===== src/rtl/bp_me_pkg.sv =====
// Shared types and helpers for the BP memory-end stream blocks.
package bp_me_pkg;

  // Arbiter state: IDLE arbitrates per message, BUSY holds a locked grant.
  typedef enum logic [0:0] {
    e_stream_arb_idle = 1'b0,
    e_stream_arb_busy = 1'b1
  } stream_arb_state_e;

  // Index width for n items, never narrower than one bit.
  function automatic int bp_me_clog2(input int n);
    int r;
    r = $clog2(n);
    if (r < 1) begin
      return 1;
    end else begin
      return r;
    end
  endfunction

endpackage


===== src/rtl/bsg_arb_round_robin.sv =====
// Round-robin grant logic with a rotating priority pointer. While hold_v_i is
// high the grant is forced to hold_id_i so a locked message keeps its source;
// yumi_i consumes the current grant and moves the pointer just past it.
module bsg_arb_round_robin
  import bp_me_pkg::*;
#(
  parameter  int width_p     = 4,
  localparam int lg_width_lp = bp_me_clog2(width_p)
) (
  input  logic                   clk_i,
  input  logic                   reset_n_i,
  input  logic [width_p-1:0]     reqs_i,
  input  logic                   hold_v_i,
  input  logic [lg_width_lp-1:0] hold_id_i,
  input  logic                   yumi_i,
  output logic [width_p-1:0]     grants_o,
  output logic [lg_width_lp-1:0] grant_id_o
);

  logic [lg_width_lp-1:0] ptr_r;
  logic [lg_width_lp:0]   idx_s;
  logic [lg_width_lp-1:0] idx_lo_s;
  logic                   found_s;

  // Search for the first request at or after the pointer, wrapping around.
  always_comb begin
    grant_id_o = ptr_r;
    found_s    = 1'b0;
    idx_s      = {(lg_width_lp+1){1'b0}};
    idx_lo_s   = {lg_width_lp{1'b0}};
    for (int i = 0; i < width_p; i++) begin
      idx_s = {1'b0, ptr_r} + (lg_width_lp+1)'(i);
      if (idx_s >= (lg_width_lp+1)'(width_p)) begin
        idx_s = idx_s - (lg_width_lp+1)'(width_p);
      end else begin
        idx_s = idx_s;
      end
      idx_lo_s = idx_s[lg_width_lp-1:0];
      if (!found_s && reqs_i[idx_lo_s]) begin
        found_s    = 1'b1;
        grant_id_o = idx_lo_s;
      end else begin
        found_s = found_s;
      end
    end
    if (hold_v_i) begin
      grant_id_o = hold_id_i;
    end else begin
      grant_id_o = grant_id_o;
    end
  end

  // One-hot grant; empty when idle with nothing requesting.
  always_comb begin
    for (int i = 0; i < width_p; i++) begin
      grants_o[i] = (grant_id_o == lg_width_lp'(i)) & (hold_v_i | found_s);
    end
  end

  // Advance the priority pointer past each consumed grant.
  always_ff @(posedge clk_i) begin
    if (!reset_n_i) begin
      ptr_r <= {lg_width_lp{1'b0}};
    end else if (yumi_i) begin
      if (grant_id_o == lg_width_lp'(width_p-1)) begin
        ptr_r <= {lg_width_lp{1'b0}};
      end else begin
        ptr_r <= grant_id_o + lg_width_lp'(1);
      end
    end else begin
      ptr_r <= ptr_r;
    end
  end

endmodule


===== src/rtl/bsg_mux_one_hot.sv =====
// AND-OR multiplexer driven by a one-hot select; an all-zero select yields zero.
module bsg_mux_one_hot #(
  parameter int width_p = 8,
  parameter int els_p   = 2
) (
  input  logic [els_p*width_p-1:0] data_i,
  input  logic [els_p-1:0]         sel_one_hot_i,
  output logic [width_p-1:0]       data_o
);

  // OR together every slice whose select bit is set.
  always_comb begin
    data_o = {width_p{1'b0}};
    for (int i = 0; i < els_p; i++) begin
      data_o = data_o | (data_i[i*width_p +: width_p] & {width_p{sel_one_hot_i[i]}});
    end
  end

endmodule


===== src/rtl/bp_me_stream_arbiter.sv =====
// Round-robin arbiter sharing one BP stream channel between num_src_p masters.
// A message whose first beat carries lock=1 keeps the grant until its lock=0
// beat, so multi-beat messages arrive contiguously. The beat path is purely
// combinational. Optional watchdog: define BP_ME_STREAM_ARB_WATCHDOG_EN to flag
// (sticky err_o) locked messages that exceed max_beats_p beats.
module bp_me_stream_arbiter
  import bp_me_pkg::*;
#(
  parameter  int num_src_p      = 4,
  parameter  int header_width_p = 72,
  parameter  int data_width_p   = 64,
  parameter  int max_beats_p    = 8,
  localparam int lg_num_src_lp  = bp_me_clog2(num_src_p)
) (
  input  logic                                clk_i,
  input  logic                                reset_n_i,
  input  logic [num_src_p*header_width_p-1:0] src_header_i,
  input  logic [num_src_p*data_width_p-1:0]   src_data_i,
  input  logic [num_src_p-1:0]                src_v_i,
  output logic [num_src_p-1:0]                src_ready_o,
  input  logic [num_src_p-1:0]                src_lock_i,
  output logic [header_width_p-1:0]           dst_header_o,
  output logic [data_width_p-1:0]             dst_data_o,
  output logic                                dst_v_o,
  input  logic                                dst_ready_i,
  output logic                                dst_lock_o,
  output logic [lg_num_src_lp-1:0]            grant_id_o,
  output logic                                err_o
);

  stream_arb_state_e        state_r, state_n_s;
  logic [lg_num_src_lp-1:0] lock_id_r, lock_id_n_s;
  logic [lg_num_src_lp-1:0] grant_id_s;
  logic [num_src_p-1:0]     grant_oh_s;
  logic                     busy_s, dst_v_s, dst_lock_s, xfer_s, yumi_s;

  assign busy_s = (state_r == e_stream_arb_busy);

  bsg_arb_round_robin #(.width_p(num_src_p)) rr_arb (
    .clk_i      (clk_i),
    .reset_n_i  (reset_n_i),
    .reqs_i     (src_v_i),
    .hold_v_i   (busy_s),
    .hold_id_i  (lock_id_r),
    .yumi_i     (yumi_s),
    .grants_o   (grant_oh_s),
    .grant_id_o (grant_id_s)
  );

  bsg_mux_one_hot #(.width_p(header_width_p), .els_p(num_src_p)) header_mux (
    .data_i        (src_header_i),
    .sel_one_hot_i (grant_oh_s),
    .data_o        (dst_header_o)
  );

  bsg_mux_one_hot #(.width_p(data_width_p), .els_p(num_src_p)) data_mux (
    .data_i        (src_data_i),
    .sel_one_hot_i (grant_oh_s),
    .data_o        (dst_data_o)
  );

  // Handshake: forward the granted source's valid/lock; reset blocks both directions.
  always_comb begin
    dst_v_s    = reset_n_i & src_v_i[grant_id_s];
    dst_lock_s = src_lock_i[grant_id_s];
    xfer_s     = dst_v_s & dst_ready_i;
    // the pointer only moves when a message completes (single beat or last beat)
    yumi_s     = xfer_s & ~dst_lock_s;
    if (reset_n_i && dst_ready_i) begin
      src_ready_o = grant_oh_s;
    end else begin
      src_ready_o = {num_src_p{1'b0}};
    end
  end

  assign dst_v_o    = dst_v_s;
  assign dst_lock_o = dst_lock_s;
  assign grant_id_o = grant_id_s;

  // Next state: lock on a locked first beat, release on the lock=0 beat.
  always_comb begin
    state_n_s   = state_r;
    lock_id_n_s = lock_id_r;
    case (state_r)
      e_stream_arb_idle: begin
        if (xfer_s && dst_lock_s) begin
          state_n_s   = e_stream_arb_busy;
          lock_id_n_s = grant_id_s;
        end else begin
          state_n_s = e_stream_arb_idle;
        end
      end
      e_stream_arb_busy: begin
        if (xfer_s && !dst_lock_s) begin
          state_n_s = e_stream_arb_idle;
        end else begin
          state_n_s = e_stream_arb_busy;
        end
      end
      default: begin
        state_n_s = e_stream_arb_idle;
      end
    endcase
  end

  // State and latched grant registers.
  always_ff @(posedge clk_i) begin
    if (!reset_n_i) begin
      state_r   <= e_stream_arb_idle;
      lock_id_r <= {lg_num_src_lp{1'b0}};
    end else begin
      state_r   <= state_n_s;
      lock_id_r <= lock_id_n_s;
    end
  end

`ifdef BP_ME_STREAM_ARB_WATCHDOG_EN
  localparam int cnt_width_lp = bp_me_clog2(max_beats_p + 2);

  logic [cnt_width_lp-1:0] beat_cnt_r, beat_cnt_n_s;
  logic                    err_r, err_n_s;

  // Count beats of the locked message; an overlong locked message sets the sticky error.
  always_comb begin
    beat_cnt_n_s = beat_cnt_r;
    err_n_s      = err_r;
    if (xfer_s && !busy_s) begin
      beat_cnt_n_s = dst_lock_s ? cnt_width_lp'(1) : cnt_width_lp'(0);
    end else if (xfer_s && dst_lock_s) begin
      if (beat_cnt_r >= cnt_width_lp'(max_beats_p)) begin
        err_n_s = 1'b1;
      end else begin
        err_n_s = err_r;
      end
      if (beat_cnt_r < cnt_width_lp'(max_beats_p + 1)) begin
        beat_cnt_n_s = beat_cnt_r + cnt_width_lp'(1);
      end else begin
        beat_cnt_n_s = beat_cnt_r;
      end
    end else if (xfer_s) begin
      beat_cnt_n_s = cnt_width_lp'(0);
    end else begin
      beat_cnt_n_s = beat_cnt_r;
    end
  end

  // Watchdog registers.
  always_ff @(posedge clk_i) begin
    if (!reset_n_i) begin
      beat_cnt_r <= cnt_width_lp'(0);
      err_r      <= 1'b0;
    end else begin
      beat_cnt_r <= beat_cnt_n_s;
      err_r      <= err_n_s;
    end
  end

  assign err_o = err_r;
`else
  assign err_o = 1'b0;
`endif

endmodule


===== config.mk =====
export PLATFORM = sky130hd
export DESIGN_NAME = bp_me_stream_arbiter
export DESIGN_NICKNAME = d
export VERILOG_FILES = /design/src/rtl/bp_me_pkg.sv /design/src/rtl/bsg_arb_round_robin.sv /design/src/rtl/bsg_mux_one_hot.sv /design/src/rtl/bp_me_stream_arbiter.sv
export SDC_FILE = /design/constraint.sdc
export NUM_CORES = 1
export LEC_CHECK = 0
export ABC_CLOCK_PERIOD_IN_PS = 3320
export CAP_MARGIN = 0
export CELL_PAD_IN_SITES_DETAIL_PLACEMENT = 1
export CELL_PAD_IN_SITES_GLOBAL_PLACEMENT = 1
export CORE_AREA = 10 10 266 268
export CTS_CLUSTER_DIAMETER = 50
export CTS_CLUSTER_SIZE = 40
export DETAILED_ROUTE_END_ITERATION = 16
export DIE_AREA = 0 0 276 278
export PLACE_DENSITY = 0.47
export SLEW_MARGIN = 15
export SYNTH_ARGS = -nofsm -noshare
export SYNTH_HDL_FRONTEND = slang
export SYNTH_SLANG_ARGS = --single-unit
export TNS_END_PERCENT = 20

===== constraint.sdc =====
create_clock -name clk_i -period 3.32 [get_ports clk_i]
set_input_delay 0.498 -clock clk_i [delete_from_list [all_inputs] [get_ports clk_i]]
set_output_delay 0.498 -clock clk_i [all_outputs]
set_load 0.02 [all_outputs]

==> flow_metrics.tcl, run 1 <==
set metrics [dict create \
    start_kind "input port" \
    area_growth_pct 246 \
    die_x_um 276 \
    fmax_mhz 311 \
    grt_pass1_wl_um 72200 \
    yosysWarnings 0 \
    cts_buffers 3 \
    cp_max_fo 17 \
    hold_viol 0 \
    setup_viol 0 \
    cap_violations 0 \
    yosysTopAreaCell "a22oi_1" \
    routabilityCongestion 0.879 \
    synthArstFlopShare_pct 0 \
    switching_share_pct 53.5 \
    clkTransAtPathRegs_ns 0.04 \
    synth_area_per_cell_um2 6.34 \
    via_per_inst 3.71 \
    htreeDepth 1 \
    final_util_pct 19.1 \
    wl_um 52600 \
    drcViolationCount 0 \
    r2r_slack_ns 0.88 \
    drt-pass1-iter-count 4 \
    fp.dieArea_um2 76700 \
    rows 94 \
    hold_ws_ns 0.473 \
    fin_crit_ns 3.22 \
    track_usage_pct 12.7 \
    ys.flop_type "dfxtp_1" \
    synth_top_cell_area_share_pct 56.8 \
    worst_ir_drop_vdd_mv 0.225 \
    finalMaxSlewViolations 0 \
    wl_per_cell_um 23.8 \
    vias 8205 \
    grt_max_degree 22 \
    pwr-share-comb_pct 96.0 \
    worstSetupPathType "input port to output port" \
    grt_pass1_vias 9263 \
    overflow 0 \
    stdcell_count 2210 \
    core_um2 65400 \
    syn_area_um2 3600 \
    power.density_nw_per_um2 590 \
    seqPwrFrac_pct 1.2 \
    place_area_um2 12500 \
    min_path_type "flop to flop" \
    seq_area_frac_synth_pct 2.78 \
    crit_required_ns 2.82 \
    clock_sinks 5 \
    cts-root-buf "clkbuf_16" \
    synth_nets 1126 \
    place.detailed.hpwl_um 46800 \
    synth_cell_types 43 \
    placed_cells 2187 \
    fin_area_um2 12500 \
    period_share_pct 96.9 \
    clk_latency_ns 0.24 \
    preCtsSetupSlack_ns -0.966 \
    drive_gt1_share_pct 24.6 \
    synthesis.instances 567 \
    finClkSkew_ns 0.00366 \
    synth_area_leaders "a22oi_1 57%, nand2_1 15%, buf_2 3.9%" \
    start_util_pct 5.50 \
    final_nets 1899 \
    arrival_ns 2.72 \
    clkPwrFrac_pct 2.8 \
    io_pins 700 \
    drt_iter0_drc 322 \
    die_h_um 278 \
    port_buffers 698 \
    fin_ws_ns 0.104 \
    final_antenna_net_count 0 \
    power_switching_uw 3930 \
    p_int_uw 3410 \
    clock_path_buffers 2 \
    leakage_uw 0.00504 \
    cts_tree "done" \
    end_kind "output port" \
    status "complete, no violations" \
    yosys_register_bits 5 \
    synth_edf_count 0 \
    antenna_found_initial 20 \
]
==> Yosys cell counts (3+ instances only) <==
cell      count
a22oi_1     272
nand2_1     145
nor2_1        5
a21oi_1       3
dfxtp_1       5
ha_1          4
clkbuf_1     28
nor2b_1       6
o21ai_0       3
buf_2        28
and2_1        5
mux2i_1       8
inv_1         5
nand2b_1      3
buf_1         8
and3_1        5
==> stage by stage <==
| stage | setup TNS [ns] | power (uW) |
|---|---|---|
| after floorplan | 0 | 3210 |
| after global placement | -90.86 | 7580 |
| after detailed placement | -95.33 | 7600 |
| after CTS | -0.754 | 7370 |
| after global routing | -0.0208 | 7900 |
| final | 0 | 7350 |
==> power by group through the flow <==
| stage | combinational, uW | clock (uW) | sequential, uW |
|---|---|---|---|
| 2_1_floorplan | 3130 | 0 | 74.2 |
| 3_3_place_gp | 7500 | 0 | 84.9 |
| 3_5_place_dp | 7520 | 0 | 85.0 |
| 4_1_cts | 7070 | 210 | 84.9 |
| 5_1_grt | 7590 | 211 | 91.8 |
| 6_report | 7050 | 207 | 89.4 |
==> area by class of cell <==
type,count,area (um2)
tap,864,1080
fill,7829,52900
timing repair buffer,835,7780
inverter,7,30.0
antenna,7,17.5
clock buffer,4,78.8
multi-input combinational,488,3370
sequential,5,105
==> worst max-delay path, stage by stage <==
cell,delay (ns)
buf_2,0.14
buf_6,0.15
nor2_1,0.07
o21bai_1,0.16
nand3_2,0.13
o21ai_4,0.22
inv_4,0.07
ha_1,0.20
and2_4,0.16
buf_12,0.15
buf_4,0.21
a22oi_2,0.23
nand2_1,0.13
buf_6,0.15
==> repair_timing <==
item | CTS | global route
endpoints found under the setup margin | 141 | 137
gates resized for setup | 508 | 27
hold buffers | 0 | 0
pin swaps | 11 | 10
gates cloned | 2 | 1
setup buffers | 5 | 4
==> kinds of logic after synthesis <==
| family | synth area share [%] |
|---|---|
| compound gates | 61.7 |
| mux | 4.31 |
| other cells | 0.104 |
| buf+inv | 9.29 |
| fa+ha+maj | 1.39 |
| simple gates | 20.5 |
| flops | 2.78 |
==> layout by cell type (no fill, tap or decap), types with 2 or more instances in the layout <==
| master | instances |
|---|---|
| o21ai_4 | 2 |
| clkdlybuf4s15_2 | 10 |
| o41ai_1 | 2 |
| mux2i_1 | 8 |
| nand2_1 | 144 |
| inv_1 | 5 |
| o21ai_1 | 2 |
| buf_16 | 2 |
| a22oi_1 | 250 |
| buf_2 | 108 |
| mux2_2 | 2 |
| ha_1 | 3 |
| and3_1 | 5 |
| a21oi_1 | 2 |
| nor2_1 | 5 |
| buf_12 | 19 |
| dfxtp_1 | 3 |
| nand2b_1 | 3 |
| buf_6 | 8 |
| clkdlybuf4s15_1 | 2 |
| diode_2 | 7 |
| clkbuf_16 | 4 |
| buf_4 | 128 |
| a22oi_2 | 23 |
| nor2b_1 | 4 |
| mux2_4 | 2 |
| clkdlybuf4s50_1 | 555 |
| o21bai_1 | 2 |
| and2_4 | 4 |
==> final timing paths <==
check	depth (start not counted)	from	to
worst max-delay path	14	src_v_i[3]	dst_data_o[12]
worst min-delay path	2	lock_id_r[1]	lock_id_r[1]
worst max register to register	12	rr_arb.ptr_r[1]	flop
worst min register to register	2	lock_id_r[1]	lock_id_r[1]
==> metal layers <==
metal  routed length [um]  up-vias  GRT usage [%]  share of wire [%]
li1                     -     3808              -                  -
met1                20500     3891           14.2                 39
met2                26400      455           22.6                 50
met3                 5020       43           4.94                9.5
met4                  659        8           2.02                1.3
met5                   54        -              0               0.10
Power figures use the tool's default switching activity.
==> run 2, diff against run 1 <==
TNS_END_PERCENT = 10   (was 20)
==> run 2 against run 1 <==
Against the previous run:
- cell area hardly changed
- non-clock buffer count is the same
- clock power about the same
- critical path depth stayed put
- register-to-register slack about the same
- die area unchanged
- first-iteration DRC count up 0.93%
- cell count about the same
- core utilization hardly changed
- worst hold slack is the same
- combinational power hardly changed
- count of clock-buffer cells in the layout did not move
==> flow_metrics.tcl, run 2 (synthesis results as in run 1) <==
set metrics [dict create \
    status "complete, no violations" \
    r2r_cells 12 \
    place.detailed.hpwl_um 46800 \
    final_nets 1899 \
    end_kind "output port" \
    clock_sinks 5 \
    io_pins 700 \
    die_x_um 276 \
    track_usage_pct 12.6 \
    worst-path-buf-inv 6 \
    fin_ws_ns 0.106 \
    hold_viol 0 \
    setup_viol 0 \
    cpMostUsedCell "buf_6" \
    grt_max_degree 22 \
    finClkSkew_ns 0.00366 \
    cts_buffers 3 \
    mostFrequentLayoutCells "555 x clkdlybuf4s50_1, 249 x a22oi_1, 144 x nand2_1, 126 x buf_4, 109 x buf_2" \
    die_h_um 278 \
    clk_latency_ns 0.24 \
    crit_end "dst_data_o[12]" \
    critPathMaxStageDelay_ns 0.25 \
    clock_path_buffers 2 \
    drt-pass1-iter-count 5 \
    via_per_inst 3.72 \
    min_path_type "flop to flop" \
    vias 8223 \
    finalPower_uw 7360 \
    fmax_mhz 311 \
    start_util_pct 5.50 \
    cts-root-buf "clkbuf_16" \
    layout_commonest_cell "clkdlybuf4s50_1" \
    fp.dieArea_um2 76700 \
    drcViolationCount 0 \
    cp_cell_sequence "buf_2, buf_6, nor2_1, o21bai_1, nand3_2, o21ai_4, inv_4, ha_1, and2_4, buf_12, buf_6, a22oi_2, nand2_1, buf_6" \
    cap_violations 0 \
    cp_top_family "buffers and inverters" \
    core_um2 65400 \
    period_share_pct 96.8 \
    antenna_found_initial 20 \
    overflow 0 \
    drt_iter0_drc 325 \
    critical_path_depth 14 \
    drive_gt1_share_pct 24.6 \
    fin_crit_ns 3.21 \
    worst_ir_drop_vdd_mv 0.224 \
    final_antenna_net_count 0 \
    rsz0062_at_grt "yes" \
    wl_per_cell_um 23.8 \
    htreeDepth 1 \
    r2r-start "rr_arb.ptr_r[1]" \
    leakage_uw 0.00504 \
    cp_slowest_cell "a22oi_2" \
    start_kind "input port" \
    grt_pass1_vias 9261 \
    r2r_slack_ns 0.89 \
    power.density_nw_per_um2 591 \
    routabilityCongestion 0.879 \
    clkTransAtPathRegs_ns 0.04 \
    cts_tree "done" \
    preCtsSetupSlack_ns -0.966 \
    finalMaxSlewViolations 0 \
    crit_required_ns 2.82 \
    cp-startpoint "src_v_i[3]" \
    grt_pass1_wl_um 72200 \
    wl_um 52700 \
    cp_max_fo 17 \
    worstSetupPathType "input port to output port" \
    arrival_ns 2.72 \
    finalSetupTns_ns 0 \
    port_buffers 698 \
    rows 94 \
    final_util_pct 19.0 \
    area_growth_pct 246 \
]
[run 2: report_power, final]
| group | switching [uW] | leakage [uW] | internal [uW] |
|---|---|---|---|
| clock network | 47.1 | 0.0000382 | 160 |
| registers | 17.8 | 0.0000419 | 71.9 |
| logic | 3870 | 0.00496 | 3190 |
| total | 3940 | 0.00504 | 3420 |
[run 2: layer usage]
layer	part of all wire [%]	GRT usage [%]
met4	1.3	2.02
met2	50	22.6
met3	9.7	4.97
met1	39	14.1
met5	0.10	0
[run 2: worst min-delay path by stage]
stage | start | to | slack, ns | depth (start not counted)
2_1_floorplan | lock_id_r[1] | lock_id_r[1] | 0.44 | 2
3_3_place_gp | lock_id_r[1] | lock_id_r[1] | 0.46 | 2
3_5_place_dp | lock_id_r[1] | lock_id_r[1] | 0.47 | 2
4_1_cts | lock_id_r[1] | lock_id_r[1] | 0.47 | 2
5_1_grt | lock_id_r[1] | lock_id_r[1] | 0.51 | 2
6_report | lock_id_r[1] | lock_id_r[1] | 0.47 | 2
[run 2: final cells by class]
| class | instances | area (um2) |
|---|---|---|
| repair buffers | 835 | 7780 |
| well taps | 864 | 1080 |
| flip-flops and latches | 5 | 105 |
| fillers | 7833 | 52900 |
| diodes | 6 | 15.0 |
| clock buffers | 4 | 78.8 |
| multi-input cells | 488 | 3360 |
| inverters | 7 | 30.0 |
[run 2: worst reg2reg max path, delay by kind of cell (launching register included)]
| family | cells | cell delay [ns] |
|---|---|---|
| compound gates | 4 | 0.70 |
| mux | 2 | 0.58 |
| buf+inv | 4 | 0.52 |
| flops | 1 | 0.40 |
| simple gates | 2 | 0.16 |
[run 2: repair_timing]
item,in CTS,in global routing
cloned,2,1
setup endpoints to repair,141,137
pin swaps,12,13
resized for setup,506,36
buffers inserted,5,4
hold buffers,0,0
[run 2: stage by stage]
step / hold WS (ns) / cell area, um2 / instances
after CTS: 0.473 / 12300 / 2198
after global routing: 0.513 / 12400 / 2207
after detailed placement: 0.466 / 12500 / 2187
final: 0.473 / 12500 / 2209
after floorplan: 0.435 / 3600 / 567
after global placement: 0.455 / 12500 / 2187
